**src/rtl/axis_reg_fifo.sv**
```systemverilog
// -----------------------------------------------------------------------------
// axis_reg_fifo
//
// Parametrised AXI-Stream register FIFO. It decouples an upstream producer from
// a downstream consumer by up to DEPTH beats and sustains one beat per cycle.
// Every output is decoded from registered state only, so there is no
// combinational path from any input to any output. An empty FIFO does not
// fall through: a beat pushed at one edge reaches the output after that edge.
//
// Optional feature macro: AXIS_REG_FIFO_TLAST_EN
//   defined   -> tlast_i / tlast_o ports exist and a tlast bit per entry
//                travels with its data beat.
//   undefined -> no tlast ports and no tlast storage.
//
// Parameters:
//   DATA_W  payload width in bits (>= 1)
//   DEPTH   number of storage entries (power of two, >= 2)
//
// Ports:
//   clk_i     clock, all state changes on its rising edge
//   rst_i     synchronous active-high reset
//   tvalid_i  upstream beat valid
//   tready_o  FIFO can accept a beat (low while in reset and when full)
//   tdata_i   upstream payload
//   tlast_i   upstream end-of-packet        (AXIS_REG_FIFO_TLAST_EN only)
//   tlast_o   head-entry end-of-packet      (AXIS_REG_FIFO_TLAST_EN only)
//   tvalid_o  downstream beat valid (FIFO not empty)
//   tready_i  downstream ready
//   tdata_o   downstream payload, head of FIFO
//   level_o   number of stored beats, 0..DEPTH
// -----------------------------------------------------------------------------
module axis_reg_fifo #(
   parameter int DATA_W = 4,
   parameter int DEPTH  = 4
) (
   input  logic                       clk_i,
   input  logic                       rst_i,
   input  logic                       tvalid_i,
   output logic                       tready_o,
   input  logic [DATA_W-1:0]          tdata_i,
`ifdef AXIS_REG_FIFO_TLAST_EN
   input  logic                       tlast_i,
   output logic                       tlast_o,
`endif
   output logic                       tvalid_o,
   input  logic                       tready_i,
   output logic [DATA_W-1:0]          tdata_o,
   output logic [$clog2(DEPTH+1)-1:0] level_o
);

   localparam int PTR_W = $clog2(DEPTH);
   localparam int CNT_W = $clog2(DEPTH + 1);

   localparam logic [CNT_W-1:0] CNT_FULL = CNT_W'(DEPTH);
   localparam logic [CNT_W-1:0] CNT_ONE  = CNT_W'(1);
   localparam logic [PTR_W-1:0] PTR_ONE  = PTR_W'(1);

   // ---------------------------------------------------------------------------
   // State
   // ---------------------------------------------------------------------------
   logic [DATA_W-1:0] mem_q [DEPTH];
   logic [DATA_W-1:0] mem_d [DEPTH];

`ifdef AXIS_REG_FIFO_TLAST_EN
   logic              last_q [DEPTH];
   logic              last_d [DEPTH];
`else
   // No end-of-packet sideband: only the payload is stored per entry.
`endif

   logic [PTR_W-1:0]  wr_ptr_q, wr_ptr_d;
   logic [PTR_W-1:0]  rd_ptr_q, rd_ptr_d;
   logic [CNT_W-1:0]  count_q,  count_d;

   // Registered acceptance flag. Holding it in a flop (rather than decoding
   // count and rst_i directly) keeps tready_o low during reset cycles without
   // creating a path from rst_i to tready_o, and makes a pop from a full FIFO
   // raise tready_o only in the following cycle.
   logic              ready_q,  ready_d;

   // ---------------------------------------------------------------------------
   // Transfer events
   // ---------------------------------------------------------------------------
   logic              valid;
   logic              push;
   logic              pop;

   assign valid = (count_q != '0);
   assign push  = tvalid_i & ready_q;
   assign pop   = valid & tready_i;

   // ---------------------------------------------------------------------------
   // Next-state logic
   // ---------------------------------------------------------------------------
   always_comb begin
      // NOTE: every signal driven in this block is given a default first, so no
      // path through the block leaves it unassigned and no latch is inferred.
      mem_d    = mem_q;
`ifdef AXIS_REG_FIFO_TLAST_EN
      last_d   = last_q;
`endif
      wr_ptr_d = wr_ptr_q;
      rd_ptr_d = rd_ptr_q;
      count_d  = count_q;

      if (push) begin
         mem_d[wr_ptr_q]  = tdata_i;
`ifdef AXIS_REG_FIFO_TLAST_EN
         last_d[wr_ptr_q] = tlast_i;
`endif
         // DEPTH is a power of two, so the pointer wraps on its own.
         wr_ptr_d = wr_ptr_q + PTR_ONE;
      end

      if (pop) begin
         rd_ptr_d = rd_ptr_q + PTR_ONE;
      end

      unique case ({push, pop})
         2'b10:   count_d = count_q + CNT_ONE;
         2'b01:   count_d = count_q - CNT_ONE;
         default: count_d = count_q;
      endcase

      ready_d = (count_d != CNT_FULL);
   end

   // ---------------------------------------------------------------------------
   // Registers
   // ---------------------------------------------------------------------------
   always_ff @(posedge clk_i) begin
      // NOTE: state is updated with non-blocking assignments so every flop
      // samples the values from before this edge, independent of statement order.
      if (rst_i) begin
         // NOTE: the storage array is reset as well, because the head entry is
         // always visible on tdata_o/tlast_o and must read as zero after reset
         // even though the FIFO is empty.
         for (int i = 0; i < DEPTH; i++) begin
            mem_q[i]  <= '0;
`ifdef AXIS_REG_FIFO_TLAST_EN
            last_q[i] <= 1'b0;
`endif
         end
         wr_ptr_q <= '0;
         rd_ptr_q <= '0;
         count_q  <= '0;
         ready_q  <= 1'b0;
      end else begin
         mem_q    <= mem_d;
`ifdef AXIS_REG_FIFO_TLAST_EN
         last_q   <= last_d;
`endif
         wr_ptr_q <= wr_ptr_d;
         rd_ptr_q <= rd_ptr_d;
         count_q  <= count_d;
         ready_q  <= ready_d;
      end
   end

   // ---------------------------------------------------------------------------
   // Outputs (registered state only)
   // ---------------------------------------------------------------------------
   assign tready_o = ready_q;
   assign tvalid_o = valid;
   assign tdata_o  = mem_q[rd_ptr_q];
`ifdef AXIS_REG_FIFO_TLAST_EN
   assign tlast_o  = last_q[rd_ptr_q];
`endif
   assign level_o  = count_q;

endmodule

```
**config.mk**
```make
export PLATFORM = sky130hd
export DESIGN_NAME = axis_reg_fifo
export DESIGN_NICKNAME = d
export VERILOG_FILES = /design/src/rtl/axis_reg_fifo.sv
export SDC_FILE = /design/constraint.sdc
export NUM_CORES = 1
export LEC_CHECK = 0
export ABC_AREA = 1
export CAP_MARGIN = 0
export CORE_MARGIN = 5
export CORE_UTILIZATION = 52
export DETAILED_ROUTE_END_ITERATION = 16
export PLACE_DENSITY = 0.77
export SLEW_MARGIN = 20
export SYNTH_ARGS = -nofsm -noshare
export SYNTH_HDL_FRONTEND = slang
export SYNTH_SLANG_ARGS = --single-unit
export TNS_END_PERCENT = 1
```
**constraint.sdc**
```tcl
create_clock -name clk_i -period 1.8 [get_ports clk_i]
set_input_delay 0.45 -clock clk_i [delete_from_list [all_inputs] [get_ports clk_i]]
set_output_delay 0.45 -clock clk_i [all_outputs]
set_load 0.01 [all_outputs]
```
== Yosys cells after proc, flatten, opt, wreduce, memory -nomap -nowiden ==
Cells that the tools add are included.

* Bits in registers: 24
* Input bits: 8
* Output and inout bits: 9

* $add $sub $neg: 4
* Order comparisons: 3
* Eq/ne operators: 3
* Muxes and demuxes: 7
* Bitwise gates (word level): 4
* Reduce and logical (&&, ||, !) cells: 2

{| class="wikitable"
|+ Operators with widths
! kind !! count
|-
| $bwmux W16 || 1
|-
| $mux W4 || 3
|-
| $bmux W4 S2 || 1
|-
| $demux W4 S2 || 1
|-
| $ge A3 B3 Y1 const B || 2
|-
| $not A2 Y3 || 2
|-
| $pmux W3 S2 || 1
|-
| $add A2 B1 Y2 const B || 2
|-
| $add A3 B1 Y3 const B || 1
|-
| $lt A3 B1 Y1 const B || 1
|-
| $ne A3 B3 Y1 const B || 1
|-
| $reduce_bool A3 Y1 || 1
|-
| $sub A3 B1 Y3 const B || 1
|-
| $and A1 B1 Y1 || 2
|-
| $eq A2 B1 Y1 const B || 1
|-
| $eq A2 B2 Y1 const B || 1
|-
| $logic_and A1 B1 Y1 || 1
|}

== Longest topological paths before layout ==
Gate-level depths: netlist (run 1).

* Depth after elaboration: 6
* Gate-level depth with buffers: 13
* Gate-level depth less buffers: 13

== Worst setup path before layout (run 1) ==
OpenSTA, ideal clock, no wires.

* Path type: reg-to-reg
* Start point: register count_q[0], in the netlist level_o[0]
* End point: register ready_q, in the netlist tready_o
* Library setup time: 0.132 ns
* Arrival time: 1.586 ns
* Required time: 1.668 ns
* Path slack: 0.081 ns
* Cell stages (with the launch flop): 14
* Buffers on the path: 0
* Cells stage by stage: dfxtp_1 > inv_2 > nand3_2 > nand2_1 > inv_1 > ha_1 > inv_1 > fa_1 > inv_1 > nand2_1 > nand3_1 > nand2_1 > nand2_1 > a21oi_1

* Word-level cells in the longest chain between the ends: 5
* Elaborated cells between the ends (all ways): 8
* Those cells by class: 2 x add/sub; 3 x eq/ne; 1 x mux; 1 x bitwise; 1 x reduce/logical

{| class="wikitable"
|+ RTL lines
! what !! RTL line !! text
|-
| start, declared || 73 || <nowiki>logic [CNT_W-1:0] count_q, count_d;</nowiki>
|-
| start signal, assigned || 155 || <nowiki>count_q <= count_d;</nowiki>
|-
| $reduce_bool A3 Y1 (*) || 88 || <nowiki>assign valid = (count_q != '0);</nowiki>
|-
| net tvalid_o || 45 || <nowiki>output logic tvalid_o,</nowiki>
|-
| $and A1 B1 Y1 (*) || 90 || <nowiki>assign pop = valid & tready_i;</nowiki>
|-
| net pop || 86 || <nowiki>logic pop;</nowiki>
|-
| $eq A2 B1 Y1 or $eq A2 B2 Y1 (tied branches) || 119 || <nowiki>unique case ({push, pop})</nowiki>
|-
| $pmux W3 S2 (*) || 119 ||
|-
| $ne A3 B3 Y1 (*) || 125 || <nowiki>ready_d = (count_d != CNT_FULL);</nowiki>
|-
| end signal, assigned || 156 || <nowiki>ready_q <= ready_d;</nowiki>
|-
| end, declared || 79 || <nowiki>logic ready_q, ready_d;</nowiki>
|}

Mark *: on every way through the listed nets, which the timed path passes. The rest lies on a longest branch.
A chain may end at the register's enable or synchronous reset.

== Worst setup path after layout (run 1) ==
* Start point: register count_q[0], in the netlist level_o[0]
* End point: register ready_q, in the netlist tready_o

* Word-level cells in the longest chain between the ends: 5
* Elaborated cells between the ends (all ways): 8
* Those cells by class: 2 x add/sub; 3 x eq/ne; 1 x mux; 1 x bitwise; 1 x reduce/logical

{| class="wikitable"
|+ RTL lines
! what !! RTL line
|-
| $reduce_bool A3 Y1 (*) || 88
|-
| $and A1 B1 Y1 (*) || 90
|-
| net pop || 86
|-
| $eq A2 B1 Y1 or $eq A2 B2 Y1 (tied branches) || 119
|-
| $pmux W3 S2 (*) || 119
|-
| $ne A3 B3 Y1 (*) || 125
|}

Marks and branches as above.

==> flow_metrics.py, run 1 <==
metrics = {
    "status": {
        "status": "complete, no violations",
    },
    "cts": {
        "cts-root-buf": "clkbuf_4",
        "cts_inserted_buffers": 3,
        "hold_buffers": 0,
        "clockBufferDepth": 2,
        "htree_levels": 1,
        "cts.sinks": 24,
        "cts_tree": "yes",
        "clk_latency_ns": 0.31,
        "path_clk_slew_ns": 0.14,
    },
    "flow_run": {
        "cap_violations": 0,
    },
    "cells_and_area": {
        "areaGrowthSynthToFinish_pct": 27.9,
        "final_common_cell": "nand2_1",
        "seqCellArea_um2": 485,
        "n_fill_cell": 161,
        "fin_area_um2": 1440,
        "final_nets": 190,
        "final_cell_mix": "nand2_1, a21oi_1, dfxtp_1",
        "diodes": 0,
        "multi_input_area_um2": 577,
        "finalNonFillerCells": 202,
        "fin_util": 0.712,
        "drive_gt1_frac": 0.234,
    },
    "detailed_routing": {
        "drt_iter0_drc": 25,
        "drc": 0,
        "wl_per_cell_um": 13.6,
        "viasPerCell": 5.45,
        "routed_wl_mm": 2.75,
        "vias": 1100,
        "detail-route-antenna-nets": 0,
        "dr.pass1.iters": 4,
    },
    "worst_setup_path": {
        "critical_path.startpoint_type": "flip-flop",
        "r2r_slack_ns": 0.004,
        "cp_data_arrival_time_ns": 2.06,
        "critPathSlowestCell": "dfxtp_2",
        "path_delay_family": "adder cells",
        "worstSetupPathType": "flip-flop to flip-flop",
        "crit_path_max_fanout": 3,
        "reg2reg_to": "tready_o$_SDFF_PP0_",
        "crit_buf_inv": 4,
        "cp_slowest_stage_delay_ns": 0.39,
        "worstPathCellList": "inv_2 > nand3_2 > nand2_2 > inv_1 > ha_2 > inv_2 > fa_2 > inv_1 > nand2_1 > nand4_1 > nand2_1 > a21oi_1",
        "r2r_start": "level_o[0]$_SDFF_PP0_",
        "cp_data_required_time_ns": 2.06,
        "reg2reg_depth": 12,
        "cp-end-kind": "flip-flop",
    },
    "yosys": {
        "ys_ff_latch": 24,
        "yosys.area_share.simple": 0.242,
        "syn_avg_cell_area_um2": 7.51,
        "synth_top_family_by_area": "simple AND/OR/NAND/NOR gates",
        "syn-num-nets": 164,
        "syn-cell-area_um2": 1130,
        "synth_xor_area_frac": 0.00778,
        "synth_compound_area_frac": 0.169,
        "synth_adder_area_share": 0.0733,
        "ys_seq_area_frac": 0.427,
        "yosys.cell_types.count": 20,
        "ys_warn_count": 0,
        "muxShareOfSynthArea": 0,
        "syn_inst": 150,
    },
    "grt": {
        "antenna_found_initial": 0,
        "grt_pass1_vias": 1096,
        "grt_remaining_overflow": 0,
        "grt_max_degree": 21,
        "grt_use_total": 0.176,
        "grt_pass1_wl_mm": 4.62,
    },
    "power_and_ir_drop": {
        "power.total_mw": 1.84,
        "power_frac_clock": 0.211,
        "comb_power_share": 0.437,
        "power.static_leakage_nw": 0.597,
        "p_sw_mw": 0.652,
        "power_frac_seq": 0.352,
        "peakVddDrop_mv": 0.801,
        "power_density_nw_per_um2": 1280,
        "internal_power_mw": 1.19,
        "swShare": 0.354,
    },
    "floorplan": {
        "die_h_um": 56.5,
        "start_util": 0.557,
        "coreArea_um2": 2020,
        "num_io_pins": 17,
        "num_rows": 16,
        "die_w_um": 56.5,
        "dieArea_um2": 3200,
    },
    "placement": {
        "dp.cells": 197,
        "placed_area_um2": 1370,
        "dp_hpwl_mm": 2.04,
        "gp_congestion": 0.768,
        "post-place-ws_ns": -0.409,
        "port_buffers": 16,
    },
    "timing": {
        "setup_ws_ns": 0.00358,
        "fin_crit_sh": 0.998,
        "relSlewSlack": 0.837,
        "setup_tns_ns": 0,
        "slew_viol_final": 0,
        "hold_slack_ns": 0.473,
        "setup_viol": 0,
        "max_freq_mhz": 557,
        "finalHoldViolCount": 0,
        "worstMarginPinSlew_ns": 0.245,
        "fin_worst_skew_ns": 0.0126,
        "min_period_ns": 1.80,
        "rsz0062_at_grt": "yes",
    },
    "worst_hold_path": {
        "min_from": "mem_q[5]$_SDFFE_PP0P_",
        "hold_path_class": "flip-flop to flip-flop",
        "holdPathEnd": "mem_q[5]$_SDFFE_PP0P_",
        "hold_depth": 2,
    },
}
synthesized netlist by cell type (all sizes together):
master,n,share of area
inv,16,0.053
buf,3,0.021
xnor2,1,0.0078
clkbuf,2,0.0067
nand4,1,0.0056
nand2,29,0.11
o21ai,12,0.053
dfxtp,24,0.43
fa,1,0.018
a21oi,21,0.093
nand3,19,0.089
ha,5,0.056
nor2,12,0.040
o22ai,4,0.022
what timing repair did:
item                       in CTS  in global routing
resized for setup              21                 12
setup endpoints to repair       7                  6
buffers inserted                0                  1
pin swaps                       3                  3
gates cloned                    0                  0
worst min-delay path, cell delays in order, from the launching register on:
cell	delay, ns
dfxtp_1	0.34
nand2_1	0.06
a21oi_1	0.05
flip-flops by register name, summed over array words and instances (netlist names):
register  cells
level_o       3
wr_ptr_q      2
tready_o      1
mem_q        16
rd_ptr_q      2
power groups by stage:
stage | Clock [mW] | Combinational, mW | Sequential [mW]
after floorplan | 0 | 0.430 | 0.647
after CTS | 0.391 | 0.760 | 0.640
final | 0.388 | 0.805 | 0.647
after detailed placement | 0 | 0.783 | 0.647
after global routing | 0.415 | 0.889 | 0.654
after global placement | 0 | 0.756 | 0.644
per-layer routing:
layer	wire length, µm	up-vias	global-route usage
li1	-	545	-
met1	1260	526	0.217
met2	1340	25	0.307
met3	116	4	0.0390
met4	31	0	0.0441
met5	0	-	0
worst max-delay path by stage:
| stage | cells past startpoint | startpoint | endpoint | slack (ns) |
|---|---|---|---|---|
| after floorplan | 13 | level_o[0]$_SDFF_PP0_ | tready_o$_SDFF_PP0_ | 0.08 |
| after global placement | 8 | tvalid_i | tready_o$_SDFF_PP0_ | -0.28 |
| after detailed placement | 11 | tready_i | tready_o$_SDFF_PP0_ | -0.41 |
| after CTS | 11 | tready_i | tready_o$_SDFF_PP0_ | -0.02 |
| after global routing | 12 | level_o[0]$_SDFF_PP0_ | tready_o$_SDFF_PP0_ | -0.1 |
| final | 12 | level_o[0]$_SDFF_PP0_ | tready_o$_SDFF_PP0_ | 0.004 |
logic make-up after synthesis:
| logic type | count (synthesis) |
|---|---|
| AOI/OAI and AO/OA | 37 |
| xor gates and xnor gates | 1 |
| adders and majority gates | 6 |
| buffers and inverters | 21 |
| DFF | 24 |
| and+or+nand+nor | 61 |
layout make-up:
type	count	share of cell area
clock inverters	1	0.0209
inverters	16	0.0434
clock buffers	3	0.0156
repair buffers	26	0.159
well taps	27	0.0235
multi-input cells	105	0.401
flip-flops and latches	24	0.337
Power figures use the tool's default switching activity.
==> run 2: changes to the inputs <==
--- a/config.mk
+++ b/config.mk
@@ -8,9 +8,9 @@
 export ABC_AREA = 1
 export CAP_MARGIN = 0
 export CORE_MARGIN = 5
-export CORE_UTILIZATION = 52
+export CORE_UTILIZATION = 40
 export DETAILED_ROUTE_END_ITERATION = 16
-export PLACE_DENSITY = 0.77
+export PLACE_DENSITY = 0.62
 export SLEW_MARGIN = 20
 export SYNTH_ARGS = -nofsm -noshare
 export SYNTH_HDL_FRONTEND = slang
==> constraint.sdc (replaced) <==
create_clock -name clk_i -period 2.3 [get_ports clk_i]
set_input_delay 0.575 -clock clk_i [delete_from_list [all_inputs] [get_ports clk_i]]
set_output_delay 0.575 -clock clk_i [all_outputs]
set_load 0.01 [all_outputs]
==> run 2 against run 1 <==
- first-iteration DRC count increased by 140%
- critical path type is now flip-flop to output pin
- largest power group unchanged
- core utilization decreased by 22 points
- non-clock buffer count shrank 8
- worst hold slack got worse by 0.0062 ns
- highest routed layer unchanged
- register-to-register slack improved by 0.47 ns
- clock power decreased by 54%
- wire length is 5.5% lower
- setup slack better by 0.090 ns
==> flow_metrics.py, run 2 (synthesis results as in run 1) <==
metrics = {
    "worst_setup_path": {
        "cp_slowest_stage_delay_ns": 0.57,
        "critPathSlowestCell": "clkdlybuf4s50_1",
        "worstSetupPathType": "flip-flop to output pin",
        "cp_data_arrival_time_ns": 1.63,
        "path_delay_family": "buffers and inverters",
        "worstPathCellList": "o21ai_0 > o22ai_1 > clkdlybuf4s50_1",
        "cp-end-kind": "output pin",
        "crit_buf_inv": 1,
        "cp_data_required_time_ns": 1.73,
        "critical_path.startpoint_type": "flip-flop",
        "crit_path_max_fanout": 5,
        "r2r_slack_ns": 0.47,
    },
    "cells_and_area": {
        "final_nets": 182,
        "drive_gt1_frac": 0.0964,
        "n_fill_cell": 287,
        "largest_reg_flops": 16,
        "diodes": 0,
        "areaGrowthSynthToFinish_pct": 18.8,
        "final_cell_mix": "nand2_1, dfxtp_1, a21oi_1",
        "regMostFlops": "mem_q",
        "fin_util": 0.489,
        "final_common_cell": "nand2_1",
    },
    "power_and_ir_drop": {
        "power.static_leakage_nw": 0.519,
        "p_sw_mw": 0.465,
        "power_frac_seq": 0.418,
        "swShare": 0.374,
        "comb_power_share": 0.438,
        "power_density_nw_per_um2": 929,
        "power_frac_clock": 0.144,
        "internal_power_mw": 0.777,
        "peakVddDrop_mv": 0.660,
    },
    "cts": {
        "post-cts-setup-buffers": 0,
        "clockBufferDepth": 2,
        "cts_inserted_buffers": 3,
        "cts_tree": "yes",
        "path_clk_slew_ns": 0.13,
        "cts-root-buf": "clkbuf_4",
        "cts.sinks": 24,
        "clk_latency_ns": 0.31,
        "htree_levels": 1,
    },
    "timing": {
        "max_freq_mhz": 453,
        "fin_worst_skew_ns": 0.00621,
        "relSlewSlack": 0.763,
        "slew_viol_final": 0,
        "rsz0062_at_grt": "no",
        "hold_slack_ns": 0.466,
        "min_period_ns": 2.21,
        "finalHoldViolCount": 0,
        "setup_viol": 0,
        "worstMarginPinSlew_ns": 0.355,
        "fin_crit_sh": 0.959,
    },
    "grt": {
        "met3_usage": 0.0284,
        "antenna_found_initial": 0,
        "grt_remaining_overflow": 0,
        "grt_pass1_wl_mm": 4.40,
        "grt_max_degree": 21,
        "top_usage_layer": "met2",
        "grt_use_total": 0.136,
        "grt_pass1_vias": 949,
        "gr-usage-met2": 0.209,
        "global_route.usage.met1": 0.184,
    },
    "floorplan": {
        "num_io_pins": 17,
        "dieArea_um2": 3980,
        "coreArea_um2": 2730,
        "num_rows": 19,
        "die_w_um": 63.1,
        "die_h_um": 63.1,
        "start_util": 0.412,
    },
    "detailed_routing": {
        "routed_wl_mm": 2.60,
        "drt_iter0_drc": 61,
        "dr.pass1.iters": 4,
        "detail-route-antenna-nets": 0,
        "drc": 0,
        "vias": 1025,
        "viasPerCell": 5.20,
        "wl_per_cell_um": 13.2,
    },
    "placement": {
        "dp_hpwl_mm": 1.96,
        "port_buffers": 16,
        "gp_congestion": 0.795,
    },
    "flow_run": {
        "cap_violations": 0,
    },
    "status": {
        "status": "complete, no violations",
    },
    "worst_hold_path": {
        "hold_path_class": "flip-flop to flip-flop",
    },
}
[run 2: changes by cell type in the layout (fill, tap and decap cells not counted), moves of 3 or more]
cell             change
buf_2                -3
nand2_1              +3
clkdlybuf4s50_1      +6
dfxtp_2              -4
nand2_2              -3
buf_4                -7
dfxtp_1              +3
[run 2: worst paths after layout]
kind                                 to                     start  cells after the start
hold reg to reg   mem_q[9]$_SDFFE_PP0P_     mem_q[9]$_SDFFE_PP0P_                      2
hold / removal    mem_q[9]$_SDFFE_PP0P_     mem_q[9]$_SDFFE_PP0P_                      2
setup reg to reg    tready_o$_SDFF_PP0_     level_o[1]$_SDFF_PP0_                     10
setup / recovery             tdata_o[3]  rd_ptr_q[1]$_SDFFE_PP0P_                      3
[run 2: power by group through the flow]
| stage | sequential (mW) | combinational (mW) | clock (mW) |
|---|---|---|---|
| after floorplan | 0.506 | 0.336 | 0 |
| after global placement | 0.520 | 0.531 | 0 |
| after detailed placement | 0.522 | 0.544 | 0 |
| after CTS | 0.515 | 0.546 | 0.186 |
| after global routing | 0.531 | 0.607 | 0.203 |
| final | 0.519 | 0.545 | 0.179 |
[run 2: metrics by stage]
| stage | TNS (ns) | setup slack, ns | power, mW | instance area, µm² | instances |
|---|---|---|---|---|---|
| final | 0 | 0.0935 | 1.24 | 1340 | 197 |
| after global routing | 0 | 0.0216 | 1.34 | 1340 | 197 |
| after CTS | 0 | 0.0215 | 1.25 | 1330 | 197 |
| after detailed placement | -0.0165 | -0.0165 | 1.07 | 1310 | 194 |
| after global placement | 0 | 0.0681 | 1.05 | 1310 | 194 |
| after floorplan | 0 | 0.576 | 0.842 | 1130 | 150 |
[run 2: routing by layer]
metal | vias up | routed length, µm
li1 | 533 | -
met1 | 473 | 1310
met2 | 17 | 1160
met3 | 2 | 99
met4 | 0 | 20
met5 | - | 0
[run 2: cell type report]
cell class	count	area (µm²)	share of cell area
sequential	24	484	0.362
timing repair buffer	18	175	0.131
tap	31	38.8	0.0290
clock buffer	3	22.5	0.0168
inverter	16	62.6	0.0468
multi-input combinational	105	554	0.414
[run 2: what timing repair did]
| action | in CTS | in global routing |
|---|---|---|
| endpoints found under the setup margin | 4 | 4 |
| resized for setup | 1 | 3 |
| hold buffers | 0 | 0 |
| hold endpoints to repair | 0 | 0 |
[run 2: worst reg2reg max path, stage by stage (launching register included)]
cell,delay [ns]
dfxtp_1,0.35
inv_1,0.11
nand3_2,0.09
nand2_1,0.09
inv_1,0.05
ha_1,0.19
inv_1,0.09
fa_1,0.42
o21ai_1,0.19
nor2_1,0.07
a21oi_1,0.13
==> run 3: changes to the inputs <==
--- a/config.mk
+++ b/config.mk
@@ -6,11 +6,12 @@
 export NUM_CORES = 1
 export LEC_CHECK = 0
 export ABC_AREA = 1
-export CAP_MARGIN = 0
+export CAP_MARGIN = 40
 export CORE_MARGIN = 5
 export CORE_UTILIZATION = 40
 export DETAILED_ROUTE_END_ITERATION = 16
 export PLACE_DENSITY = 0.62
+export REMOVE_ABC_BUFFERS = 1
 export SLEW_MARGIN = 20
 export SYNTH_ARGS = -nofsm -noshare
 export SYNTH_HDL_FRONTEND = slang
==> run 3 against run 2 <==
- register-to-register slack about the same
- worst hold slack improved by 0.0010 ns
- global-route usage increased by 0.13 points
- first-iteration DRC count decreased by 23%
- non-clock buffer count unchanged
- wire length decreased by 2.1%
- clock-buffer cell count unchanged
==> flow_metrics.py, run 3 (synthesis results as in run 1) <==
metrics = {
    "status": {
        "status": "complete, no violations",
    },
    "cells_and_area": {
        "seqCellArea_um2": 484,
        "final_common_cell": "nand2_1",
        "final_nets": 182,
        "multi_input_area_um2": 554,
        "diodes": 0,
        "regMostFlops": "mem_q",
        "fin_util": 0.502,
        "largest_reg_flops": 16,
        "n_fill_cell": 271,
        "areaGrowthSynthToFinish_pct": 21.9,
        "fin_area_um2": 1370,
        "drive_gt1_frac": 0.102,
        "final_cell_mix": "nand2_1, dfxtp_1, a21oi_1",
    },
    "worst_setup_path": {
        "crit_path_max_fanout": 10,
        "cp_slowest_stage_delay_ns": 0.56,
        "critPathSlowestCell": "clkdlybuf4s50_1",
        "worstSetupPathType": "flip-flop to output pin",
        "cp_data_arrival_time_ns": 1.63,
        "path_delay_family": "buffers and inverters",
        "worstPathCellList": "inv_2 > nor2_1 > o22ai_1 > clkdlybuf4s50_1",
        "cp-end-kind": "output pin",
        "cp_data_required_time_ns": 1.73,
        "crit_buf_inv": 2,
        "critical_path.startpoint_type": "flip-flop",
    },
    "power_and_ir_drop": {
        "power.static_leakage_nw": 0.579,
        "power_density_nw_per_um2": 978,
        "peakVddDrop_mv": 0.550,
    },
    "placement": {
        "post-place-ws_ns": 0.0100,
        "dp_hpwl_mm": 1.97,
        "placed_area_um2": 1310,
        "gp_congestion": 0.928,
        "port_buffers": 16,
    },
    "detailed_routing": {
        "vias": 1023,
        "routed_wl_mm": 2.54,
        "drc": 0,
        "dr.pass1.iters": 5,
        "drt_iter0_drc": 47,
        "detail-route-antenna-nets": 0,
        "wl_per_cell_um": 12.8,
        "viasPerCell": 5.17,
    },
    "timing": {
        "min_period_ns": 2.21,
        "setup_ws_ns": 0.0916,
        "finalHoldViolCount": 0,
        "relSlewSlack": 0.706,
        "fin_worst_skew_ns": 0.00885,
        "fin_crit_sh": 0.960,
        "setup_viol": 0,
        "worstMarginPinSlew_ns": 0.440,
        "setup_tns_ns": 0,
        "rsz0062_at_grt": "no",
        "slew_viol_final": 0,
        "max_freq_mhz": 453,
    },
    "floorplan": {
        "num_rows": 19,
        "die_h_um": 63.1,
        "start_util": 0.412,
        "dieArea_um2": 3980,
        "coreArea_um2": 2730,
        "num_io_pins": 17,
        "die_w_um": 63.1,
    },
    "cts": {
        "clk_latency_ns": 0.31,
        "htree_levels": 1,
        "cts_inserted_buffers": 3,
        "post-cts-setup-buffers": 0,
        "clockBufferDepth": 2,
        "cts.sinks": 24,
        "cts_tree": "yes",
        "cts-root-buf": "clkbuf_4",
        "path_clk_slew_ns": 0.13,
        "hold_buffers": 0,
    },
    "grt": {
        "grt_remaining_overflow": 0,
        "grt_max_degree": 21,
        "grt_use_total": 0.138,
        "grt_pass1_vias": 1025,
        "antenna_found_initial": 0,
        "grt_pass1_wl_mm": 4.49,
    },
    "worst_hold_path": {
        "hold_path_class": "flip-flop to flip-flop",
    },
    "flow_run": {
        "cap_violations": 0,
    },
}
## run 3: tightest hold or removal path: stages (launching register included)
cell and delay [ns]:
dfxtp_1 0.33, nand2_1 0.06, a21oi_1 0.05
## run 3: path summary, 6_finish.rpt
path	cells past startpoint	slack [ns]	to	startpoint
setup / recovery	4	0.09	tdata_o[0]	rd_ptr_q[0]$_SDFFE_PP0P_
hold / removal	2	0.47	mem_q[9]$_SDFFE_PP0P_	mem_q[9]$_SDFFE_PP0P_
hold reg to reg	2	0.47	mem_q[9]$_SDFFE_PP0P_	mem_q[9]$_SDFFE_PP0P_
setup reg to reg	10	0.48	tready_o$_SDFF_PP0_	level_o[1]$_SDFF_PP0_
## run 3: report_power, final
group | internal [mW] | leakage [nW] | switching [mW]
sequential | 0.466 | 0.196 | 0.0485
clock | 0.176 | 0.0279 | 0.125
combinational | 0.241 | 0.355 | 0.286
total | 0.883 | 0.579 | 0.460
## run 3: timing repair
item	in CTS	in global routing
resized for setup	1	5
hold endpoints to repair	0	0
setup endpoints to repair	4	4
## run 3: area by class of cell
type | count | share of cell area
multi-input cells | 105 | 0.404
flip-flops and latches | 24 | 0.353
repair buffers | 18 | 0.133
inverters | 16 | 0.0438
well taps | 31 | 0.0283
clock inverters | 1 | 0.0219
clock buffers | 3 | 0.0164
## run 3: routing by layer
layer  GRT usage  routed length [µm]
met1       0.180                1280
met2       0.226                1140
met3      0.0249                  98
met4      0.0477                  31
met5           0                   0
## run 3: metrics by stage
step | total power, mW | hold slack, ns | instances
floorplan | 0.824 | 0.430 | 145
global placement | 1.04 | 0.450 | 194
detailed placement | 1.06 | 0.450 | 194
CTS | 1.36 | 0.470 | 198
global route | 1.45 | 0.498 | 198
finish | 1.34 | 0.468 | 198
